## config.mk

```make
export PLATFORM = sky130hd
export DESIGN_NAME = lfsr_gen_flat
export DESIGN_NICKNAME = d
export VERILOG_FILES = /design/src/rtl/lfsr_gen_pkg.sv /design/src/rtl/lfsr_gen_if.sv /design/src/rtl/lfsr_gen_next.sv /design/src/rtl/lfsr_gen.sv /design/src/flat_wrapper.sv
export SDC_FILE = /design/constraint.sdc
export NUM_CORES = 1
export LEC_CHECK = 0
export CELL_PAD_IN_SITES_DETAIL_PLACEMENT = 0
export CELL_PAD_IN_SITES_GLOBAL_PLACEMENT = 1
export CORE_MARGIN = 3
export CORE_UTILIZATION = 47
export DETAILED_ROUTE_END_ITERATION = 12
export MAX_ROUTING_LAYER = met4
export PLACE_DENSITY_LB_ADDON = 0.1
export RECOVER_POWER = 50
export SYNTH_ARGS = -nofsm -noshare
export SYNTH_HDL_FRONTEND = slang
export SYNTH_SLANG_ARGS = --single-unit
export TNS_END_PERCENT = 5
```

## constraint.sdc

```tcl
create_clock -name clk -period 6.1 [get_ports clk]
set_input_delay 0.61 -clock clk [delete_from_list [all_inputs] [get_ports clk]]
set_output_delay 0.61 -clock clk [all_outputs]
set_load 0.1 [all_outputs]
```

## src/rtl/lfsr_gen_pkg.sv

```systemverilog
// lfsr_gen_pkg: state encoding, length masks and maximal-length tap tables
// shared by the LFSR generator and its next-state logic.
package lfsr_gen_pkg;

    typedef enum logic [1:0] {
        INVALID,
        LOAD,
        ACTIVE
    } lfsr_state_e;

    function automatic logic [31:0] lenmask(input int unsigned n);
        logic [31:0] m;
        m = '0;
        for (int unsigned i = 0; i < 32; i++) begin
            if (i < n) m[i] = 1'b1;
        end
        return m;
    endfunction

    function automatic logic [31:0] tapbit(input int unsigned k);
        return (k == 0) ? 32'd0 : (32'd1 << (k - 1));
    endfunction

    // Returns {legal, P}. Lengths with no primitive polynomial of the requested
    // weight (no trinomial, or 4-tap below n=5) come back illegal.
    function automatic logic [32:0] taps(input int unsigned n, input logic n_taps);
        int unsigned a, b, c, d;
        a = 0; b = 0; c = 0; d = 0;
        if (!n_taps) begin
            case (n)
                2:  begin a = 2;  b = 1;  end
                3:  begin a = 3;  b = 2;  end
                4:  begin a = 4;  b = 3;  end
                5:  begin a = 5;  b = 3;  end
                6:  begin a = 6;  b = 5;  end
                7:  begin a = 7;  b = 6;  end
                9:  begin a = 9;  b = 5;  end
                10: begin a = 10; b = 7;  end
                11: begin a = 11; b = 9;  end
                15: begin a = 15; b = 14; end
                17: begin a = 17; b = 14; end
                18: begin a = 18; b = 11; end
                20: begin a = 20; b = 17; end
                21: begin a = 21; b = 19; end
                22: begin a = 22; b = 21; end
                23: begin a = 23; b = 18; end
                25: begin a = 25; b = 22; end
                28: begin a = 28; b = 25; end
                29: begin a = 29; b = 27; end
                31: begin a = 31; b = 28; end
                default: ;
            endcase
        end else begin
            case (n)
                5:  begin a = 5;  b = 4;  c = 3;  d = 2;  end
                6:  begin a = 6;  b = 5;  c = 3;  d = 2;  end
                7:  begin a = 7;  b = 6;  c = 5;  d = 4;  end
                8:  begin a = 8;  b = 6;  c = 5;  d = 4;  end
                9:  begin a = 9;  b = 8;  c = 6;  d = 5;  end
                10: begin a = 10; b = 9;  c = 7;  d = 6;  end
                11: begin a = 11; b = 10; c = 9;  d = 7;  end
                12: begin a = 12; b = 6;  c = 4;  d = 1;  end
                13: begin a = 13; b = 4;  c = 3;  d = 1;  end
                14: begin a = 14; b = 5;  c = 3;  d = 1;  end
                15: begin a = 15; b = 14; c = 13; d = 11; end
                16: begin a = 16; b = 15; c = 13; d = 4;  end
                17: begin a = 17; b = 16; c = 15; d = 14; end
                18: begin a = 18; b = 17; c = 16; d = 13; end
                19: begin a = 19; b = 6;  c = 2;  d = 1;  end
                20: begin a = 20; b = 19; c = 16; d = 14; end
                21: begin a = 21; b = 20; c = 19; d = 16; end
                22: begin a = 22; b = 19; c = 18; d = 17; end
                23: begin a = 23; b = 22; c = 20; d = 18; end
                24: begin a = 24; b = 23; c = 22; d = 17; end
                25: begin a = 25; b = 24; c = 23; d = 22; end
                26: begin a = 26; b = 6;  c = 2;  d = 1;  end
                27: begin a = 27; b = 5;  c = 2;  d = 1;  end
                28: begin a = 28; b = 27; c = 24; d = 22; end
                29: begin a = 29; b = 28; c = 27; d = 25; end
                30: begin a = 30; b = 6;  c = 4;  d = 1;  end
                31: begin a = 31; b = 30; c = 29; d = 28; end
                32: begin a = 32; b = 22; c = 2;  d = 1;  end
                default: ;
            endcase
        end
        return {a != 0, tapbit(a) | tapbit(b) | tapbit(c) | tapbit(d)};
    endfunction

endpackage

```

## src/rtl/lfsr_gen_if.sv

```systemverilog
// lfsr_gen_if: configuration, seed handshake and output bundle of lfsr_gen.
interface lfsr_gen_if #(
    parameter int WIDTH = 16,
    parameter int LEN_W = $clog2(WIDTH + 1)
);
    logic [LEN_W-1:0] cfg_length;
    logic             cfg_n_taps;
    logic             cfg_galois;
    logic             run;
    logic             step;
    logic             seed_valid;
    logic [WIDTH-1:0] seed_data;
    logic             seed_ready;
    logic             seed_err;
    logic [WIDTH-1:0] out_value;
    logic             out_valid;
    logic             wrap;
    logic [WIDTH-1:0] period_last;

    modport master (
        output cfg_length, cfg_n_taps, cfg_galois, run, step, seed_valid, seed_data,
        input  seed_ready, seed_err, out_value, out_valid, wrap, period_last
    );

    modport slave (
        input  cfg_length, cfg_n_taps, cfg_galois, run, step, seed_valid, seed_data,
        output seed_ready, seed_err, out_value, out_valid, wrap, period_last
    );
endinterface

```

## src/rtl/lfsr_gen_next.sv

```systemverilog
// lfsr_gen_next: combinational successor of an n-bit LFSR state in either
// Fibonacci or Galois form.
module lfsr_gen_next
    import lfsr_gen_pkg::*;
#(
    parameter int WIDTH = 16,
    parameter int LEN_W = $clog2(WIDTH + 1)
) (
    input  logic [WIDTH-1:0] i_v,
    input  logic [WIDTH-1:0] i_poly,
    input  logic [LEN_W-1:0] i_len,
    input  logic             i_galois,
    output logic [WIDTH-1:0] o_next
);
    logic [WIDTH-1:0] w_mask;
    logic [WIDTH-1:0] w_top;
    logic [WIDTH-1:0] w_fib;
    logic [WIDTH-1:0] w_gal;
    logic             w_fib_fb;
    logic             w_gal_fb;

    // The top active bit is isolated from the mask to avoid a variable index.
    assign w_mask   = WIDTH'(lenmask(32'(i_len)));
    assign w_top    = w_mask & ~(w_mask >> 1);
    assign w_fib_fb = ^(i_v & i_poly);
    assign w_gal_fb = |(i_v & w_top);
    assign w_fib    = ((i_v << 1) | {{(WIDTH-1){1'b0}}, w_fib_fb}) & w_mask;
    assign w_gal    = ((i_v << 1) & w_mask)
                    ^ (w_gal_fb ? (((i_poly << 1) & w_mask) | WIDTH'(1)) : '0);
    assign o_next   = i_galois ? w_gal : w_fib;
endmodule

```

## src/rtl/lfsr_gen.sv

```systemverilog
// lfsr_gen: runtime-configurable maximal-length LFSR with seed handshake and wrap flag.
// Define LFSR_GEN_PERIOD_CNT_EN to capture the measured period into period_last.
module lfsr_gen
    import lfsr_gen_pkg::*;
#(
    parameter int              WIDTH        = 16,
    parameter int              LEN_W        = $clog2(WIDTH + 1),
    parameter logic [WIDTH-1:0] DEFAULT_SEED = WIDTH'(1)
) (
    input logic       clk,
    input logic       rst_n,
    lfsr_gen_if.slave bus
);
    lfsr_state_e      r_state, w_state_nxt;
    logic [LEN_W+1:0] r_cfg, w_cfg;
    logic [WIDTH-1:0] r_value, r_seed;
    logic             r_step_q, r_seed_err, r_wrap;
    logic [32:0]      w_tap;
    logic [WIDTH-1:0] w_mask, w_poly, w_next, w_seed_m, w_load_val, w_in_seed_m;
    logic             w_legal, w_active, w_stay, w_seed_ok, w_seed_bad;
    logic             w_reload, w_adv, w_hit;

    assign w_tap       = taps(32'(bus.cfg_length), bus.cfg_n_taps);
    assign w_poly      = WIDTH'(w_tap);
    assign w_mask      = WIDTH'(lenmask(32'(bus.cfg_length)));
    assign w_legal     = w_tap[32] && (32'(bus.cfg_length) <= 32'(WIDTH));
    assign w_cfg       = {bus.cfg_length, bus.cfg_n_taps, bus.cfg_galois};
    assign w_active    = (r_state == ACTIVE);
    assign w_stay      = w_active && (w_state_nxt == ACTIVE);
    // A stored seed with no bits inside the active length would lock up; fall back to 1.
    assign w_seed_m    = r_seed & w_mask;
    assign w_load_val  = (w_seed_m != '0) ? w_seed_m : WIDTH'(1);
    assign w_in_seed_m = bus.seed_data & w_mask;
    assign w_seed_ok   = w_active && bus.seed_valid && (w_in_seed_m != '0);
    assign w_seed_bad  = w_active && bus.seed_valid && (w_in_seed_m == '0);
    assign w_reload    = w_stay && ((r_value == '0) || w_seed_ok);
    assign w_adv       = w_stay && !w_reload && (bus.run || (bus.step && !r_step_q));
    assign w_hit       = w_adv && (w_next == w_load_val);

    lfsr_gen_next #(.WIDTH(WIDTH), .LEN_W(LEN_W)) u_next (
        .i_v      (r_value),
        .i_poly   (w_poly),
        .i_len    (bus.cfg_length),
        .i_galois (bus.cfg_galois),
        .o_next   (w_next)
    );

    always_ff @(posedge clk or negedge rst_n) begin
        if (!rst_n) r_state <= LOAD;
        else        r_state <= w_state_nxt;
    end

    // LOAD ignores config changes because it samples the live config itself.
    always_comb begin
        w_state_nxt = r_state;
        if (!w_legal) begin
            w_state_nxt = INVALID;
        end else begin
            case (r_state)
                INVALID: w_state_nxt = LOAD;
                LOAD:    w_state_nxt = ACTIVE;
                ACTIVE:  w_state_nxt = (w_cfg != r_cfg) ? LOAD : ACTIVE;
                default: w_state_nxt = LOAD;
            endcase
        end
    end

    always_ff @(posedge clk or negedge rst_n) begin
        if (!rst_n) begin
            r_cfg      <= '0;
            r_value    <= DEFAULT_SEED;
            r_seed     <= DEFAULT_SEED;
            r_step_q   <= 1'b0;
            r_seed_err <= 1'b0;
            r_wrap     <= 1'b0;
        end else begin
            r_cfg      <= w_cfg;
            r_step_q   <= bus.step;
            r_seed_err <= w_seed_bad;
            r_wrap     <= w_hit;
            if (w_seed_ok) r_seed <= bus.seed_data;
            if (r_state == LOAD && w_state_nxt == ACTIVE) r_value <= w_load_val;
            else if (w_seed_ok && w_stay)                 r_value <= w_in_seed_m;
            else if (w_reload)                            r_value <= w_load_val;
            else if (w_adv)                               r_value <= w_next;
        end
    end

`ifdef LFSR_GEN_PERIOD_CNT_EN
    logic [WIDTH-1:0] r_cnt, r_period_last;

    always_ff @(posedge clk or negedge rst_n) begin
        if (!rst_n) begin
            r_cnt         <= '0;
            r_period_last <= '0;
        end else if (r_state == LOAD || w_reload) begin
            r_cnt <= '0;
        end else if (w_hit) begin
            r_cnt         <= '0;
            r_period_last <= r_cnt + WIDTH'(1);
        end else if (w_adv) begin
            r_cnt <= r_cnt + WIDTH'(1);
        end
    end

    assign bus.period_last = r_period_last;
`else
    assign bus.period_last = '0;
`endif

    assign bus.out_value  = (r_state == INVALID) ? '0 : (r_value & w_mask);
    assign bus.out_valid  = w_active;
    assign bus.seed_ready = w_active;
    assign bus.seed_err   = r_seed_err;
    assign bus.wrap       = r_wrap;
endmodule
```

## src/flat_wrapper.sv

```systemverilog
// flat-port wrapper written by rule: the top's interface ports become plain ports
module lfsr_gen_flat import lfsr_gen_pkg::*;
#(
    parameter int              WIDTH        = 16,
    parameter int              LEN_W        = $clog2(WIDTH + 1),
    parameter logic [WIDTH-1:0] DEFAULT_SEED = WIDTH'(1)
)
  (clk, rst_n, bus_cfg_length, bus_cfg_n_taps, bus_cfg_galois, bus_run, bus_step, bus_seed_valid, bus_seed_data, bus_seed_ready, bus_seed_err, bus_out_value, bus_out_valid, bus_wrap, bus_period_last);
  lfsr_gen_if #(.WIDTH(WIDTH), .LEN_W(LEN_W)) bus_i ();
  input logic clk;
  input logic rst_n;
  input wire logic [$bits(bus_i.cfg_length)-1:0] bus_cfg_length;
  input wire logic [$bits(bus_i.cfg_n_taps)-1:0] bus_cfg_n_taps;
  input wire logic [$bits(bus_i.cfg_galois)-1:0] bus_cfg_galois;
  input wire logic [$bits(bus_i.run)-1:0] bus_run;
  input wire logic [$bits(bus_i.step)-1:0] bus_step;
  input wire logic [$bits(bus_i.seed_valid)-1:0] bus_seed_valid;
  input wire logic [$bits(bus_i.seed_data)-1:0] bus_seed_data;
  output wire logic [$bits(bus_i.seed_ready)-1:0] bus_seed_ready;
  output wire logic [$bits(bus_i.seed_err)-1:0] bus_seed_err;
  output wire logic [$bits(bus_i.out_value)-1:0] bus_out_value;
  output wire logic [$bits(bus_i.out_valid)-1:0] bus_out_valid;
  output wire logic [$bits(bus_i.wrap)-1:0] bus_wrap;
  output wire logic [$bits(bus_i.period_last)-1:0] bus_period_last;
  assign bus_i.cfg_length = bus_cfg_length;
  assign bus_i.cfg_n_taps = bus_cfg_n_taps;
  assign bus_i.cfg_galois = bus_cfg_galois;
  assign bus_i.run = bus_run;
  assign bus_i.step = bus_step;
  assign bus_i.seed_valid = bus_seed_valid;
  assign bus_i.seed_data = bus_seed_data;
  assign bus_seed_ready = bus_i.seed_ready;
  assign bus_seed_err = bus_i.seed_err;
  assign bus_out_value = bus_i.out_value;
  assign bus_out_valid = bus_i.out_valid;
  assign bus_wrap = bus_i.wrap;
  assign bus_period_last = bus_i.period_last;
  lfsr_gen #(.WIDTH(WIDTH), .LEN_W(LEN_W), .DEFAULT_SEED(DEFAULT_SEED)) u_core (.clk(clk), .rst_n(rst_n), .bus(bus_i));
endmodule
```

==> qor.csv <==
stage,metric,value,unit
run_status,run status,"complete, but fails checks",
run_status,failing checks,"max-capacitance violations, max-slew violations",
cells_and_area,Post-Layout Cell Count,1092,
die,chip height,125,um
detailed_routing,DR top layer,met4,
worst_hold_path,Hold Path Class,reg2reg,
clocking,H-tree depth,2,
die,Initial Utilization,49.2,%
worst_setup_path,endpoint class of the critical path,flip-flop,
clocking,"CTS clk-pin slew, worst paths",0.07,ns
place,routability cong.,1.09,
clocking,CTS buffer count,5,
global_routing,largest net degree at the start of global routing,45,
clocking,Post-CTS Hold Fix Bufs,0,
cells_and_area,fin nets,958,
global_routing,gr usage total,34.2,%
worst_setup_path,Worst Path Arrival,5.61,ns
synth,Post-Syn Area,6700,sq um
die,die area,15700,sq um
clocking,post-CTS setup buffers,0,
worst_setup_path,type of origin of the critical path,input pin,
clocking,post-CTS sizing,0,
global_routing,Congestion Overflow GR,0,
worst_setup_path,Crit Path Max Fanout,24,
clocking,clock sink total,44,
timing,Final setup viols,0,
timing,count of final hold-check violations,0,
worst_setup_path,Crit-path slowest cell,a222oi_1,
timing,fmax,184,MHz
synth,"top cells by area, synth","dfrtp_1, nand2_1, o21ai_0, xnor2_1, nor2_1",
detailed_routing,via count,7520,
synth,Async SR Flop Fraction,100,%
synth,Yosys top cell area share,15.3,%
pwr,combinational share of power,54.3,%
timing,slew margin rel.,-62.4,%
worst_hold_path,HP Start,u_core.r_seed[14],
flow_run,max-cap violations,1,
worst_setup_path,CP bufs+invs,3,
detailed_routing,Detail Route met3 WL,3.67,mm
detailed_routing,mean routed wirelength per cell,25.0,um
detailed_routing,metal2 WL,11.4,mm
cells_and_area,Layout Utilization,53.9,%
place,HPWL Detailed,20.9,mm
pwr,Static Leakage,2.81,nW
pwr,Flop pwr share,29.1,%
synth,post-synth cell types,113,
worst_setup_path,FF-to-FF Start,u_core.r_value[4],
worst_setup_path,required time of the critical path,6.29,ns
die,Die W,125,um
worst_setup_path,crit path cell chain,"clkdlybuf4s50_1, buf_4, buf_4, nor2_1, a222oi_1, ha_1, nand2_1, o32a_1, mux2i_1, or3b_1, o221ai_4, nand2_2, xnor2_2, xnor2_1, xnor3_1, xnor3_1, a21oi_2, xnor2_1, nor4_1",
synth,cell accounting for the most synthesized area,dfrtp_1,
synth,"Seq/Total Area, Yosys",16.5,%
pwr,Clock power frac,16.5,%
synth,mean post-synth cell area,7.42,sq um
timing,Layout Skew,0.00662,ns
pwr,P_int,0.999,mW
synth,Syn. warnings,0,
detailed_routing,Vias/cell,6.89,
worst_setup_path,Crit path largest cell delay,0.52,ns
detailed_routing,drt drc,0,
die,core area,13600,sq um
detailed_routing,Routed WL,27.3,mm
global_routing,first-pass GRT wire length,41.3,mm
cells_and_area,Synth-to-Final Area Change,9.55,%
synth,"count leader, synth",nand2_1,
pwr,pwr/cell area,272,nW/um^2
synth,"EDFF count, synth",0,
synth,Syn Inst Count,903,
timing,Final Critical Period,5.42,ns
timing,unrepaired setup endpoints after global routing,no,
pwr,Switching Share,49.9,%
synth,Yosys reg bits,44,
clocking,CTS max path bufs,2,
synth,commonest cells in the netlist,"nand2_1, o21ai_0, nor2_1",
die,Cell Rows,42,
clocking,Root Buffer,clkbuf_16,
clocking,TritonCTS clock tree,done,
worst_setup_path,Critical Path Start,bus_cfg_n_taps,
global_routing,vias in the first global route,6889,
worst_setup_path,"CP delay by family, top",compound AO/OA/AOI/OAI gates,
detailed_routing,M1 WL,11.7,mm
pwr,Tot Pwr,1.99,mW
timing,Slew @ Worst Pin,2.44,ns
timing,"Slew Viols, Final",45,
place,Inst Count DP,1083,
detailed_routing,DR iter-0 viols,1168,
clocking,Worst-Skew Late Latency,0.30,ns
worst_setup_path,kind of critical path,in2reg,
synth,Main synth FF type,dfrtp_1,
die,io pins,64,
pwr,switching power,0.994,mW
detailed_routing,post-route ant nets,0,
cells_and_area,fraction of layout cells with a size suffix above 1,11.8,%
timing,final setup TNS,0,ns
place,number of I/O port buffers,47,
global_routing,initial antenna violation count,1,
detailed_routing,drt first pass iters,6,
pwr,Worst IR Drop VDD,0.175,mV
timing,fin crit share,88.9,%
metal layers:
layer | up-vias | GRT usage (%)
li1 | 3328 | -
met1 | 3601 | 48.4
met2 | 548 | 47.1
met3 | 43 | 10.9
met4 | 0 | 8.16
met5 | - | -
cell type report:
class,instances,area (sq um)
Clock inverter,2,38.8
Antenna cell,1,2.50
Clock buffer,6,139
Inverter,25,93.8
Multi-Input combinational cell,756,5040
Sequential cell,44,1100
Timing Repair Buffer,82,702
Fill cell,1356,6270
Tap cell,176,220
metrics by stage:
stage | hold WS [ns] | cell area, sq um | setup WS, ns
floorplan | 0.314 | 6750 | 0.649
global placement | 0.530 | 7160 | 0.671
detailed placement | 0.533 | 7160 | 0.533
CTS | 0.519 | 7340 | 0.810
global route | 0.587 | 7340 | 0.474
finish | 0.575 | 7340 | 0.679
path summary, 6_finish.rpt:
path | endpoint | slack [ns] | cells past startpoint
worst max register to register | u_core.bus.wrap | 2.27 | 12
worst min-delay path | u_core.r_seed[14] | 0.58 | 1
max in group asynchronous | u_core.r_value[5] | 3.65 | 1
min in group asynchronous | u_core.r_cfg[1] | 1.04 | 1
worst min register to register | u_core.r_seed[14] | 0.58 | 1
worst max-delay path | u_core.bus.wrap | 0.68 | 19
power by group through the flow:
stage	combinational [mW]	clock [mW]	sequential, mW
final	1.08	0.330	0.581
after global routing	1.16	0.345	0.588
after CTS	1.05	0.331	0.568
after detailed placement	1.05	0	0.573
after global placement	1.04	0	0.573
after floorplan	0.869	0	0.444
logic make-up after synthesis:
kind of cell	share of synthesized area, %
muxes	4.74
AOI/OAI and AO/OA	31.7
buffers and inverters	9.15
other	0.0560
DFF	16.5
xor gates and xnor gates	7.58
and+or+nand+nor	27.0
adders and majority gates	3.29
placed cells by master, fill, tap and decap left out, drive strengths merged, types with 5 or more instances in the layout:
| master | synthesis | final |
|---|---|---|
| o21ai | 80 | 80 |
| o31ai | 5 | 5 |
| dfrtp | 41 | 41 |
| xor2 | 17 | 17 |
| clkdlybuf4s50 | 0 | 37 |
| nor3 | 16 | 16 |
| a221o | 5 | 5 |
| or2 | 8 | 8 |
| o221ai | 14 | 14 |
| inv | 24 | 24 |
| a31oi | 16 | 16 |
| and2 | 11 | 11 |
| nor2b | 21 | 21 |
| a32oi | 6 | 6 |
| mux2i | 7 | 7 |
| nand4 | 14 | 14 |
| nor4 | 9 | 9 |
| or3 | 6 | 6 |
| nor2 | 70 | 70 |
| nand2b | 17 | 17 |
| mux2 | 18 | 18 |
| a211oi | 5 | 5 |
| o22ai | 14 | 14 |
| a21o | 9 | 9 |
| nor3b | 17 | 17 |
| buf | 63 | 40 |
| a221oi | 7 | 7 |
| a22oi | 19 | 19 |
| clkbuf | 30 | 7 |
| a21oi | 47 | 47 |
| nand2 | 107 | 107 |
| xnor2 | 35 | 35 |
| conb | 1 | 16 |
| nand3 | 20 | 20 |
| ha | 16 | 16 |
| o211ai | 11 | 11 |
| and3 | 6 | 6 |
worst register-to-register path, cell delays in order, from the launching register on:
cell	delay, ns
dfrtp_1	0.55
mux2_2	0.34
a221oi_1	0.28
a21oi_1	0.07
a22o_1	0.24
o21a_1	0.41
buf_4	0.34
nor2b_1	0.17
a21oi_1	0.16
nor3_1	0.06
a2111oi_0	0.50
o311ai_0	0.34
nor4_1	0.26
registers in the layout (all words and copies together), names as in the netlist:
name and count:
u_core.r_state 2, u_core.bus.seed_err 1, u_core.r_step_q 1, u_core.r_seed 16
u_core.r_cfg 7, u_core.bus.wrap 1, u_core.r_value 16
Note: power is estimated with default switching activity, not from simulation.
